`src/rtl/ann_classifier_core.sv`:
```
// ann_classifier_core
// Streams an image from the image SRAM and one weight set per class from the
// coefficient SRAM. It forms a signed dot product for each class, takes the
// argmax and reports the winner with a one-cycle done pulse.
//
// Ports:
//   clk, n_reset                clock, async active-low reset
//   start_detecting             start request, sampled only in IDLE
//   image_address               image base address, latched on accepted start
//   img_rd_en/img_addr          image SRAM read port (data one cycle later)
//   img_rdata                   image pixel, signed DATA_W
//   coef_rd_en/coef_addr        coefficient SRAM read port (data one cycle later)
//   coef_rdata                  weight, signed DATA_W
//   busy                        high whenever not IDLE
//   done_processing             one-cycle pulse, result outputs valid
//   class_id/max_score          winning class and its score, held until next DONE
//   seven_seg                   {dp,g,f,e,d,c,b,a} of class_id, dp always 0
//
// state | meaning
// IDLE  | waiting for start_detecting
// LOAD  | issuing IMAGE_SIZE pixel/weight reads for class cls
// DRAIN | no reads; last product of the class is accumulated
// CMP   | compare acc with best, advance to next class or finish
// DONE  | result outputs updated, done_processing high
module ann_classifier_core #(
  parameter int IMAGE_SIZE  = 64,
  parameter int NUM_CLASSES = 4,
  parameter int DATA_W      = 16,
  parameter int ACC_W       = 40,
  parameter int ADDR_W      = 10,
  parameter int CADDR_W     = $clog2(NUM_CLASSES * IMAGE_SIZE)
) (
  input  logic               clk,
  input  logic               n_reset,
  input  logic               start_detecting,
  input  logic [ADDR_W-1:0]  image_address,
  output logic               img_rd_en,
  output logic [ADDR_W-1:0]  img_addr,
  input  logic [DATA_W-1:0]  img_rdata,
  output logic               coef_rd_en,
  output logic [CADDR_W-1:0] coef_addr,
  input  logic [DATA_W-1:0]  coef_rdata,
  output logic               busy,
  output logic               done_processing,
  output logic [3:0]         class_id,
  output logic [ACC_W-1:0]   max_score,
  output logic [7:0]         seven_seg
);

  localparam int IDX_W = $clog2(IMAGE_SIZE);
  localparam int PROD_W = 2 * DATA_W;
  localparam logic [IDX_W-1:0] LAST_IDX = IDX_W'(IMAGE_SIZE - 1);
  localparam logic [3:0]       LAST_CLS = 4'(NUM_CLASSES - 1);

  typedef enum logic [2:0] {IDLE, LOAD, DRAIN, CMP, DONE} state_t;

  state_t                    state;
  logic [ADDR_W-1:0]         base;
  logic [IDX_W-1:0]          idx;
  logic [3:0]                cls;
  logic [3:0]                bidx;
  logic signed [ACC_W-1:0]   acc;
  logic signed [ACC_W-1:0]   best;
  logic                      valid_d;

  logic signed [PROD_W-1:0]  pix_ext;
  logic signed [PROD_W-1:0]  coef_ext;
  logic signed [PROD_W-1:0]  prod;
  logic signed [ACC_W-1:0]   prod_ext;
  logic                      win;
  logic signed [ACC_W-1:0]   best_next;
  logic [3:0]                bidx_next;

  function automatic logic [7:0] seg_decode(input logic [3:0] d);
    case (d)
      4'h0: seg_decode = 8'h3F;
      4'h1: seg_decode = 8'h06;
      4'h2: seg_decode = 8'h5B;
      4'h3: seg_decode = 8'h4F;
      4'h4: seg_decode = 8'h66;
      4'h5: seg_decode = 8'h6D;
      4'h6: seg_decode = 8'h7D;
      4'h7: seg_decode = 8'h07;
      4'h8: seg_decode = 8'h7F;
      4'h9: seg_decode = 8'h6F;
      4'hA: seg_decode = 8'h77;
      4'hB: seg_decode = 8'h7C;
      4'hC: seg_decode = 8'h39;
      4'hD: seg_decode = 8'h5E;
      4'hE: seg_decode = 8'h79;
      default: seg_decode = 8'h71;
    endcase
  endfunction

  // Operands are sign-extended to the full product width first so the
  // multiply itself is exact; the product always fits in 2*DATA_W bits.
  assign pix_ext  = {{DATA_W{img_rdata[DATA_W-1]}}, img_rdata};
  assign coef_ext = {{DATA_W{coef_rdata[DATA_W-1]}}, coef_rdata};
  assign prod     = pix_ext * coef_ext;
  assign prod_ext = {{(ACC_W-PROD_W){prod[PROD_W-1]}}, prod};

  // Class 0 always seeds best; later classes must beat it strictly,
  // so ties resolve to the lower index.
  assign win       = (cls == 4'd0) || (acc > best);
  assign best_next = win ? acc : best;
  assign bidx_next = win ? cls : bidx;

  assign busy       = (state != IDLE);
  assign img_rd_en  = (state == LOAD);
  assign coef_rd_en = (state == LOAD);
  assign img_addr   = base + ADDR_W'(idx);
  assign coef_addr  = CADDR_W'(cls) * CADDR_W'(IMAGE_SIZE) + CADDR_W'(idx);

  always_ff @(posedge clk or negedge n_reset) begin
    if (!n_reset) begin
      state           <= IDLE;
      base            <= '0;
      idx             <= '0;
      cls             <= '0;
      bidx            <= '0;
      acc             <= '0;
      best            <= '0;
      valid_d         <= 1'b0;
      done_processing <= 1'b0;
      class_id        <= '0;
      max_score       <= '0;
      seven_seg       <= 8'h00;
    end else begin
      done_processing <= 1'b0;
      valid_d         <= (state == LOAD);
      if (valid_d) acc <= acc + prod_ext;

      case (state)
        IDLE: begin
          if (start_detecting) begin
            base  <= image_address;
            idx   <= '0;
            cls   <= '0;
            acc   <= '0;
            state <= LOAD;
          end
        end
        LOAD: begin
          idx <= idx + 1'b1;
          if (idx == LAST_IDX) state <= DRAIN;
        end
        DRAIN: state <= CMP;
        CMP: begin
          best <= best_next;
          bidx <= bidx_next;
          if (cls == LAST_CLS) begin
            // Result registers load on the edge into DONE so they are
            // visible together with the done pulse.
            class_id        <= bidx_next;
            max_score       <= best_next;
            seven_seg       <= seg_decode(bidx_next);
            done_processing <= 1'b1;
            state           <= DONE;
          end else begin
            cls   <= cls + 1'b1;
            idx   <= '0;
            acc   <= '0;
            state <= LOAD;
          end
        end
        DONE: state <= IDLE;
        default: state <= IDLE;
      endcase
    end
  end

endmodule
```
`config.mk`:
```
export PLATFORM = sky130hd
export DESIGN_NAME = ann_classifier_core
export DESIGN_NICKNAME = d
export VERILOG_FILES = /design/src/rtl/ann_classifier_core.sv
export SDC_FILE = /design/constraint.sdc
export NUM_CORES = 1
export LEC_CHECK = 0
export ABC_AREA = 1
export CELL_PAD_IN_SITES_DETAIL_PLACEMENT = 1
export CELL_PAD_IN_SITES_GLOBAL_PLACEMENT = 2
export CORE_AREA = 4 4 273 275
export DETAILED_ROUTE_END_ITERATION = 16
export DIE_AREA = 0 0 277 279
export MAX_ROUTING_LAYER = met4
export PLACE_DENSITY_LB_ADDON = 0.1
export REMOVE_ABC_BUFFERS = 1
export SYNTH_ARGS = -nofsm -noshare
export SYNTH_HDL_FRONTEND = slang
export SYNTH_SLANG_ARGS = --single-unit
```
`constraint.sdc`:
```
create_clock -name clk -period 6.55 [get_ports clk]
set_input_delay 1.31 -clock clk [delete_from_list [all_inputs] [get_ports clk]]
set_output_delay 1.31 -clock clk [all_outputs]
set_load 0.02 [all_outputs]
```
# Yosys cells after proc, flatten, opt, wreduce, memory -nomap -nowiden
# Memories as Yosys holds them, arrays and structs flattened. A register that Yosys moved wholly into a read port is not among the register bits.
# Cells that the tools add are included.
# op_classes
add_sub_neg	5
n_mul	1
order_cmp	1
eq_ne	8
muxes	18
n_reduce_logical	12
# ops
op	count
40-bit two-way mux	4
40-bit case mux with 2 select lines	1
40-bit by 32-bit adder with 40-bit output	1
40-bit > comparator	1
16-bit by 16-bit multiplier with 32-bit output	1
6-bit case mux with 3 select lines	1
4-bit two-way mux	3
6-bit two-way mux	2
3-bit case mux with 4 select lines	1
10-bit by 6-bit adder with 10-bit output	1
3-bit two-way mux	3
8-bit by 6-bit adder with 8-bit output	1
4-bit case mux with 2 select lines	1
6-bit by 1-bit adder with 6-bit output (second input constant)	1
3-bit by 2-bit == test with 1-bit output (second input constant)	2
6-bit == test (second input constant)	1
2-bit AND reduction	3
3-bit AND reduction	2
3-bit nonzero test	2
4-bit by 1-bit adder with 4-bit output (second input constant)	1
4-bit by 2-bit == test with 1-bit output (second input constant)	1
4-bit zero test	1
2-bit inequality test (second input constant)	2
3-bit by 1-bit == test with 1-bit output (second input constant)	1
6 further kinds	7
# totals
regBits	161
mem_bits_ro	112
memories	1
# mem_list
memory	words	width	read_ports	rd_clocked_by_memory_dff	write_ports	line	rtl
(name not given)	16	7	1	1	0	75	case (d)

# Logic depth before layout (Yosys ltp)
# depth
depth_word	5
mapped_depth	31
depth_no_buf	29

# Worst setup path before layout
# OpenSTA, ideal clock, no wires.
# synth_path
path_kind	input -> register
startpoint	in coef_rdata[5]
endpoint	reg acc[39]
t_arrival_ns	6.983
path_slack_ns	-0.547
cell_stages	23
n_path_buf	2
cell_sequence	clkbuf_1 clkbuf_1 nand2_1 fa_1 inv_1 fa_1 inv_1 fa_1 fa_1 inv_1 fa_1 inv_1 fa_1 inv_1 ha_1 a21oi_1 a21boi_0 o221ai_1 a31oi_1 a31o_2 nand3_1 nand3_1 inv_1
# synth_via
elab_chain_len	5
elab_cells_between_ends	6
classes_between	1 x add/sub; 1 x mul; 4 x mux
# synth_lines
item	line	rtl
start: declaration	42	input logic [DATA_W-1:0] coef_rdata,
16-bit by 16-bit multiplier with 32-bit output (*)	99	assign prod = pix_ext * coef_ext;
40-bit by 32-bit adder with 40-bit output (*)	131	if (valid_d) acc <= acc + prod_ext;
40-bit two-way mux (*)	131	
40-bit two-way mux, on equally long branches	151, 135	
40-bit case mux with 2 select lines (*)	133	case (state)
end signal: assignment	131	
end: declaration	62	logic signed [ACC_W-1:0] acc;
# Every way passes the cells marked *; elsewhere a longest branch is shown, timed or not.
# A chain may end at the register's enable or synchronous reset.

# Worst setup path in the final report
# layout_path
startpoint	in img_rdata[15]
endpoint	reg acc[37]
# layout_via
elab_chain_len	5
elab_cells_between_ends	6
classes_between	1 x add/sub; 1 x mul; 4 x mux
# layout_lines
item	line	rtl
start: declaration	39	input logic [DATA_W-1:0] img_rdata,
16-bit by 16-bit multiplier with 32-bit output (*)	99	
40-bit by 32-bit adder with 40-bit output (*)	131	
40-bit two-way mux (*)	131	
40-bit two-way mux, on equally long branches	151, 135	
40-bit case mux with 2 select lines (*)	133	
# Marked as above.

==> results.py <==
metrics = {
    "die": {
        "core_area_mm2": 0.0723,
        "pin_count": 119,
        "dieArea_mm2": 0.0773,
        "die_w_um": 277,
        "die_h_um": 279,
        "start_util_pct": 29.6,
        "rows": 99,
    },
    "cells_and_area": {
        "fin_nets": 3586,
        "seq_area_mm2": 0.00400,
        "diodes": 0,
        "area_growth_syn_to_layout_pct": 35.4,
        "finalNonFillerCells": 4011,
        "fill_cells": 8460,
        "drive_gt1_share_pct": 26.5,
        "multi_input_area_mm2": 0.0158,
    },
    "clock_tree": {
        "clk_latency_ns": 0.45,
        "cts.hold.buffers_added": 0,
        "htree_levels": 4,
        "cts_tree": "yes",
        "cts_buffers": 17,
        "cts-root-buf": "clkbuf_16",
        "clk_pin_slew_ns": 0.07,
        "cts_sinks": 160,
        "clockBufferDepth": 2,
    },
    "timing": {
        "period_needed_ns": 6.47,
        "worst_pin_slew_ns": 0.888,
        "fin_crit_sh_pct": 98.8,
        "finalSetupViolations": 0,
        "fmax_mhz": 155,
        "relSlewSlack_pct": 40.8,
        "clock_skew_ns": 0.0158,
        "finalHoldViolCount": 0,
        "rsz0062_at_grt": "yes",
        "finalMaxSlewViolations": 0,
    },
    "setup_path": {
        "crit_family": "adder cells",
        "worstRegToRegCells": 24,
        "r2r_end": "acc[28]$_DFF_PN0_",
        "regToRegSetupSlack_ns": 1.65,
        "cp.depth": 23,
        "arrival_ns": 6.80,
        "critPathCaptureType": "register",
        "cp_num_buf_inv": 8,
        "critPathKind": "in2reg",
        "startpoint": "img_rdata[15]",
        "path_max_fanout": 7,
        "crit_chain": "buf_12 -> buf_12 -> nand2_4 -> inv_2 -> fa_2 -> fa_1 -> inv_2 -> fa_2 -> fa_2 -> buf_6 -> fa_1 -> inv_1 -> fa_1 -> ha_4 -> buf_6 -> a21oi_1 -> o221ai_2 -> a21oi_2 -> nand3_2 -> nor2_1 -> o21ai_1 -> o211ai_1 -> inv_1",
        "crit_path_end": "acc[37]$_DFF_PN0_",
        "slowest_stage": "fa_2",
        "required_ns": 6.88,
        "r2r_start": "acc[15]$_DFF_PN0_",
        "critPathLaunchType": "input port",
        "slowest_delay_ns": 0.70,
    },
    "worst_hold_path": {
        "hp-class": "reg2reg",
    },
    "yosys": {
        "ys.flop_type": "dfrtp_1",
        "synth_top_area_share_pct": 30.9,
        "ys_warn_count": 0,
        "synth.area.top_cells": "fa_1, dfrtp_1, inv_1",
        "synth_top_cell_by_area": "fa_1",
        "yosysUniqueCellTypes": 49,
        "yosys_register_bits": 160,
        "ys_async_sr_fraction_pct": 100,
        "synth_area_per_cell_um2": 8.07,
        "seq_area_frac_synth_pct": 18.7,
        "synth-edff-count": 0,
        "syn_area_mm2": 0.0214,
        "synthesis.instances": 2654,
    },
    "drt": {
        "ant_nets": 0,
        "avgRoutedWirePerCell_um": 17.8,
        "via_per_inst": 4.45,
        "first_pass_iters": 4,
        "vias": 17900,
        "post-route-drc-count": 0,
        "drt_iter0_markers": 498,
        "wirelength_mm": 71.4,
    },
    "global_route": {
        "grt_overflow": 0,
        "antenna_found_initial": 0,
        "grt_max_degree": 123,
        "grt_pass1_vias": 20100,
        "grt_pass1_wl_mm": 115,
        "grtUsageTotal_pct": 19.3,
    },
    "place": {
        "placed_cells": 3875,
        "dp.final_hpwl_mm": 56.0,
        "numPortBuffers": 117,
        "gp_congestion": 0.817,
    },
    "run_status": {
        "outcome": "finished clean",
    },
    "run": {
        "drv_cap": 0,
    },
}
==> how the worst min path moves through the flow <==
stage / startpoint / end / slack [ns] / depth (start not counted)
finish: base[2]$_DFFE_PN0P_ / base[2]$_DFFE_PN0P_ / 0.48 / 2
detailed placement: base[2]$_DFFE_PN0P_ / base[2]$_DFFE_PN0P_ / 0.47 / 2
floorplan: base[0]$_DFFE_PN0P_ / base[0]$_DFFE_PN0P_ / 0.45 / 2
CTS: base[2]$_DFFE_PN0P_ / base[2]$_DFFE_PN0P_ / 0.48 / 2
global route: base[3]$_DFFE_PN0P_ / base[3]$_DFFE_PN0P_ / 0.51 / 2
global placement: base[5]$_DFFE_PN0P_ / base[5]$_DFFE_PN0P_ / 0.46 / 2
==> placed cells by master, fill, tap and decap left out, drive strengths merged, types with 72 or more instances in the layout <==
| master | Yosys | layout |
|---|---|---|
| dfrtp | 160 | 160 |
| o21ai | 155 | 155 |
| nand3 | 72 | 72 |
| nor2 | 135 | 135 |
| nand2 | 557 | 557 |
| a21oi | 106 | 106 |
| clkdlybuf4s50 | 0 | 85 |
| ha | 171 | 171 |
| buf | 20 | 362 |
| inv | 722 | 727 |
| fa | 331 | 331 |
==> cell usage after synthesis, types with 7 or more instances <==
cell type and number:
inv_1 720, nand2_1 550, fa_1 331, ha_1 171, dfrtp_1 160, nor2_1 122
o21ai_1 97, clkbuf_1 88, a21oi_1 83, nand3_1 71, o21ai_0 53, a21oi_2 23
a31oi_1 20, o211ai_1 20, xor2_1 15, xnor2_1 14, nor2_2 12, nand4_1 10
a21o_1 7, nor3_1 7, or2_2 7
==> cells by family after synthesis <==
logic type / share of synthesized area, %
xor gates and xnor gates: 1.19
and+or+nand+nor: 15.1
other: 0.0175
buffers and inverters: 14.9
AOI/OAI and AO/OA: 9.18
adders and majority gates: 40.9
DFF: 18.7
==> metrics by stage <==
stage / utilization [%] / setup slack [ns] / setup TNS [ns] / hold slack, ns / cell area [um2]
3_3_place_gp: 35.4 / -1.32 / -26.62 / 0.464 / 25600
5_1_grt: 40.1 / -0.0908 / -0.654 / 0.506 / 29000
3_5_place_dp: 35.4 / -1.36 / -27.74 / 0.466 / 25600
4_1_cts: 38.8 / 0.000229 / 0 / 0.483 / 28000
6_report: 40.1 / 0.0776 / 0 / 0.479 / 29000
2_1_floorplan: - / -0.312 / -0.873 / 0.446 / 20900
==> state kept, by name, indices dropped and copies added (netlist names) <==
name,flops
acc,40
base,10
state,3
class_id,4
best,40
bidx,4
max_score,40
seven_seg,7
valid_d,1
cls,4
idx,6
done_processing,1
==> layer usage <==
layer	GRT usage, %	part of all wire (%)	vias to the layer above
met4	4.55	2.2	0
met2	32.5	49	159
met3	1.87	1.9	75
li1	-	-	8648
met1	25.4	47	8984
met5	-	0	-
==> repair_timing <==
action / 4_1_cts / 5_1_grt
gates cloned: 12 / 1
setup buffers: 67 / 31
resized for setup: 331 / 287
endpoints found under the setup margin: 27 / 23
pin swaps: 109 / 141
==> tightest hold or removal path: stages (launching register included) <==
cell and delay [ns]:
dfrtp_1 0.35, nand2_1 0.05, nand2_1 0.05
==> cell type report <==
cell class | count | share of cell area (%)
clock buffer | 17 | 1.47
clock inverter | 15 | 0.539
inverter | 722 | 9.35
multi-input combinational | 1664 | 54.4
sequential | 160 | 13.8
tap | 959 | 4.14
timing repair buffer | 474 | 16.3
Power is left out: the tool's default activity adds up to more than one toggle a clock period on the data nets, which glitch-free logic cannot reach.
==> patch 1, RTL diff (same settings) <==
Reset style: synchronous (`n_reset`), changed in one clocked block. Comments in the files are not updated.
--- a/src/rtl/ann_classifier_core.sv
+++ b/src/rtl/ann_classifier_core.sv
@@ -111,7 +111,7 @@
   assign img_addr   = base + ADDR_W'(idx);
   assign coef_addr  = CADDR_W'(cls) * CADDR_W'(IMAGE_SIZE) + CADDR_W'(idx);
 
-  always_ff @(posedge clk or negedge n_reset) begin
+  always_ff @(posedge clk) begin
     if (!n_reset) begin
       state           <= IDLE;
       base            <= '0;
Formal check against the unedited RTL: differs if n_reset is asserted again (counterexample within 4 cycles, from zero or initial values and one cycle with n_reset low); with n_reset held inactive, the same outputs for 4 cycles.
==> patch 1 against the unedited design <==
Synthesized area fell by 1.2%. Sequential cell count is the same. Design area shrank 4.0%. Routed wire length down 0.67%. Setup slack got worse by 0.041 ns. Sequential share of layout area decreased by 2.3 points. Global-route usage shrank 0.35 points. Critical path type unchanged. Critical endpoint is now acc[39].
Power is left out: the tool's default activity adds up to more than one toggle a clock period on the data nets, which glitch-free logic cannot reach.
==> patch 1: results (changes against the unedited design) <==
metric;value;unit;change
Placed Instances;3931;;+1.4%
Gate Count Post-Synth;2748;;+3.5%
hold endpoint;max_score[29];;
gpl congestion;0.839;;+2.7%
Layout clock area frac;2.21;%;+0.21 points
critical path's largest stage delay;0.58;ns;-0.12 ns
Setup WS post-layout;0.0366;ns;-0.0410 ns
Slew headroom;35.0;%;-5.7 points
postcts setup bufs;39;;-42%
first-pass GRT wire length;113000;um;-1.2%
multi-input logic area;15900;um^2;+0.79%
CP endpoint;acc[39];;
Worst Reg-to-Reg Cells;23;;-4.2%
metal2 WL;35800;um;+2.4%
fin nets;3617;;+0.86%
# resized after CTS;264;;-20%
GRT Util Overall;19.0;%;-0.35 points
worst hold slack;0.472;ns;-0.00712 ns
FFs w/ async S/R, synth;0;%;-100 points
via count;18000;;+0.79%
Tap Cells;959;;unchanged
H-Tree Depth;4;;unchanged
Hold Startpoint;max_score[29];;
r2r startpoint;acc[15];;
largest cells by area after synthesis;fa_1 31%, dfxtp_1 15%, inv_1 13%, ha_1 10%, nand2_1 9.1%;;
multi-input gates;1728;;+3.8%
Placed Area;25000;um^2;-2.4%
Worst Skew;0.0194;ns;+0.00360 ns
Met1 Wirelength;31900;um;-4.7%
dpl ws;-1.22;ns;+0.140 ns
status;completed;;
Layout fillers;8637;;+2.1%
register area share after synthesis;15.1;%;-3.6 points
storage element area;3200;um^2;-20%
met3 routed WL;1610;um;+18%
reg2reg setup slack;1.54;ns;-0.11 ns
Non-clock buffers;422;;-11%
crit path DAT;6.90;ns;+0.10 ns
Synth top cells by count;737 x inv_1, 511 x nand2_1, 331 x fa_1, 171 x ha_1, 160 x dfxtp_1;;
final non-filler cell area;27800;um^2;-4.0%
Final Non-Filler Cells;4042;;+0.77%
Critical Path Slowest Stage Cell;fa_1;;
initial DRC count;465;;-6.6%
detailed placer's ending HPWL;55700;um;-0.47%
initial antenna violation count;0;;unchanged
Non-clock buffering overhead;14.9;%;-1.5 points
Primary FF master, synth;dfxtp_1;;
## patch 1: cell types whose count changed after synthesis, moves of 17 or more
cell | unedited run | this run
dfrtp_1 | 160 | 0
dfxtp_1 | 0 | 160
o21ai_1 | 97 | 48
a21oi_1 | 83 | 130
nand2_2 | 5 | 46
nand2_1 | 550 | 511
o21ai_2 | 4 | 41
nor2_1 | 122 | 148
a21oi_2 | 23 | 0
nand3_1 | 71 | 91
inv_1 | 720 | 737
## patch 1: cell families after synthesis
| logic type | share of synthesized area, % |
|---|---|
| and+or+nand+nor | 16.9 |
| DFF | 15.1 |
| adders and majority gates | 41.4 |
| xor gates and xnor gates | 1.20 |
| other | 0.0177 |
| AOI/OAI and AO/OA | 9.74 |
| buffers and inverters | 15.6 |
## patch 1: layer usage
layer  track usage, %  vias to the layer above
met5                -                        -
met4             4.55                        0
met3             2.13                       76
met2             33.2                      181
met1             23.7                     8927
li1                 -                     8824
==> patch 2, RTL diff (same settings) <==
Without the edit above. The parameter `IMAGE_SIZE` goes from 64 to 32.
--- a/src/rtl/ann_classifier_core.sv
+++ b/src/rtl/ann_classifier_core.sv
@@ -23,7 +23,7 @@
 // CMP   | compare acc with best, advance to next class or finish
 // DONE  | result outputs updated, done_processing high
 module ann_classifier_core #(
-  parameter int IMAGE_SIZE  = 64,
+  parameter int IMAGE_SIZE  = 32,
   parameter int NUM_CLASSES = 4,
   parameter int DATA_W      = 16,
   parameter int ACC_W       = 40,
Ports: changed (resized coef_addr); port bits go from 119 to 118. No check against the original RTL was run, so the function may have changed too.
==> patch 2 against the unedited design <==
Critical path depth is 4 higher. Global-route usage is 0.44 points lower. Design area down 1.1%. Non-clock buffer count down 16. Clock skew fell by 0.0020 ns. Register-to-register slack lost 0.15 ns. Synthesized area is 0.80% higher. Critical endpoint is now acc[38]. Routed wire length is 2.4% lower. Synthesized cell count decreased by 0.38%. Sequential cell count shrank 1. Setup slack worse by 0.054 ns. Hold slack improved by 0.0033 ns.
Power is left out: the tool's default activity adds up to more than one toggle a clock period on the data nets, which glitch-free logic cannot reach.
==> patch 2: results (changes against the unedited design) <==
metric;value;unit;change
Slew headroom;32.3;%;-8.4 points
Non-clock buffering overhead;15.5;%;-0.79 points
storage element area;3980;um^2;-0.62%
Layout fillers;8538;;+0.92%
multi-input gates;1661;;-0.18%
Synth top cells by count;710 x inv_1, 544 x nand2_1, 331 x fa_1, 171 x ha_1, 159 x dfrtp_1;;
Crit Path Max Fanout;6;;-1
clock buf count;20;;+3
fin nets;3561;;-0.70%
initial DRC count;606;;+22%
register area share after synthesis;18.4;%;-0.26 points
status;completed;;
largest net degree at the start of global routing;92;;-25%
layout cells sized above 1;26.1;%;-0.44 points
crit path DAT;6.92;ns;+0.12 ns
R2R Path End;acc[27];;
largest cells by area after synthesis;fa_1 31%, dfrtp_1 18%, inv_1 12%, ha_1 9.9%, nand2_1 9.5%;;
Placed Area;25600;um^2;-0.12%
dpl ws;-1.58;ns;-0.225 ns
# resized after CTS;287;;-13%
Layout clock area frac;2.14;%;+0.13 points
Non-clock buffers;458;;-3.4%
Worst Skew;0.0138;ns;-0.00200 ns
Inverters excl. clock;717;;-0.69%
reg2reg setup slack;1.50;ns;-0.15 ns
multi-input logic area;15700;um^2;-0.14%
Hold Startpoint;base[0];;
DRT Wirelength;69700;um;-2.4%
vias in the first global route;20200;;+0.34%
part of the cycle the worst path needs;99.6;%;+0.83 points
patch 2: worst max-delay path: cells and delay by family:
| family | cells | cell delay (ns) |
|---|---|---|
| adders and majority gates | 7 | 3.54 |
| AOI/OAI and AO/OA | 3 | 0.55 |
| buffers and inverters | 12 | 1.11 |
| and+or+nand+nor | 5 | 0.37 |
patch 2: layer usage:
| metal | part of all wire, % | GRT usage [%] | vias up |
|---|---|---|---|
| met5 | 0 | - | - |
| met4 | 1.8 | 4.01 | 0 |
| met3 | 2.1 | 1.83 | 50 |
| met2 | 50 | 32.6 | 146 |
| met1 | 46 | 24.3 | 8878 |
| li1 | - | - | 8561 |
patch 2: logic make-up after synthesis:
family | Yosys count | share of synthesized area (%)
buffers and inverters | 824 | 14.9
DFF | 159 | 18.4
AOI/OAI and AO/OA | 336 | 9.15
xor gates and xnor gates | 28 | 1.14
adders and majority gates | 502 | 40.6
other | 1 | 0.0174
and+or+nand+nor | 794 | 15.8
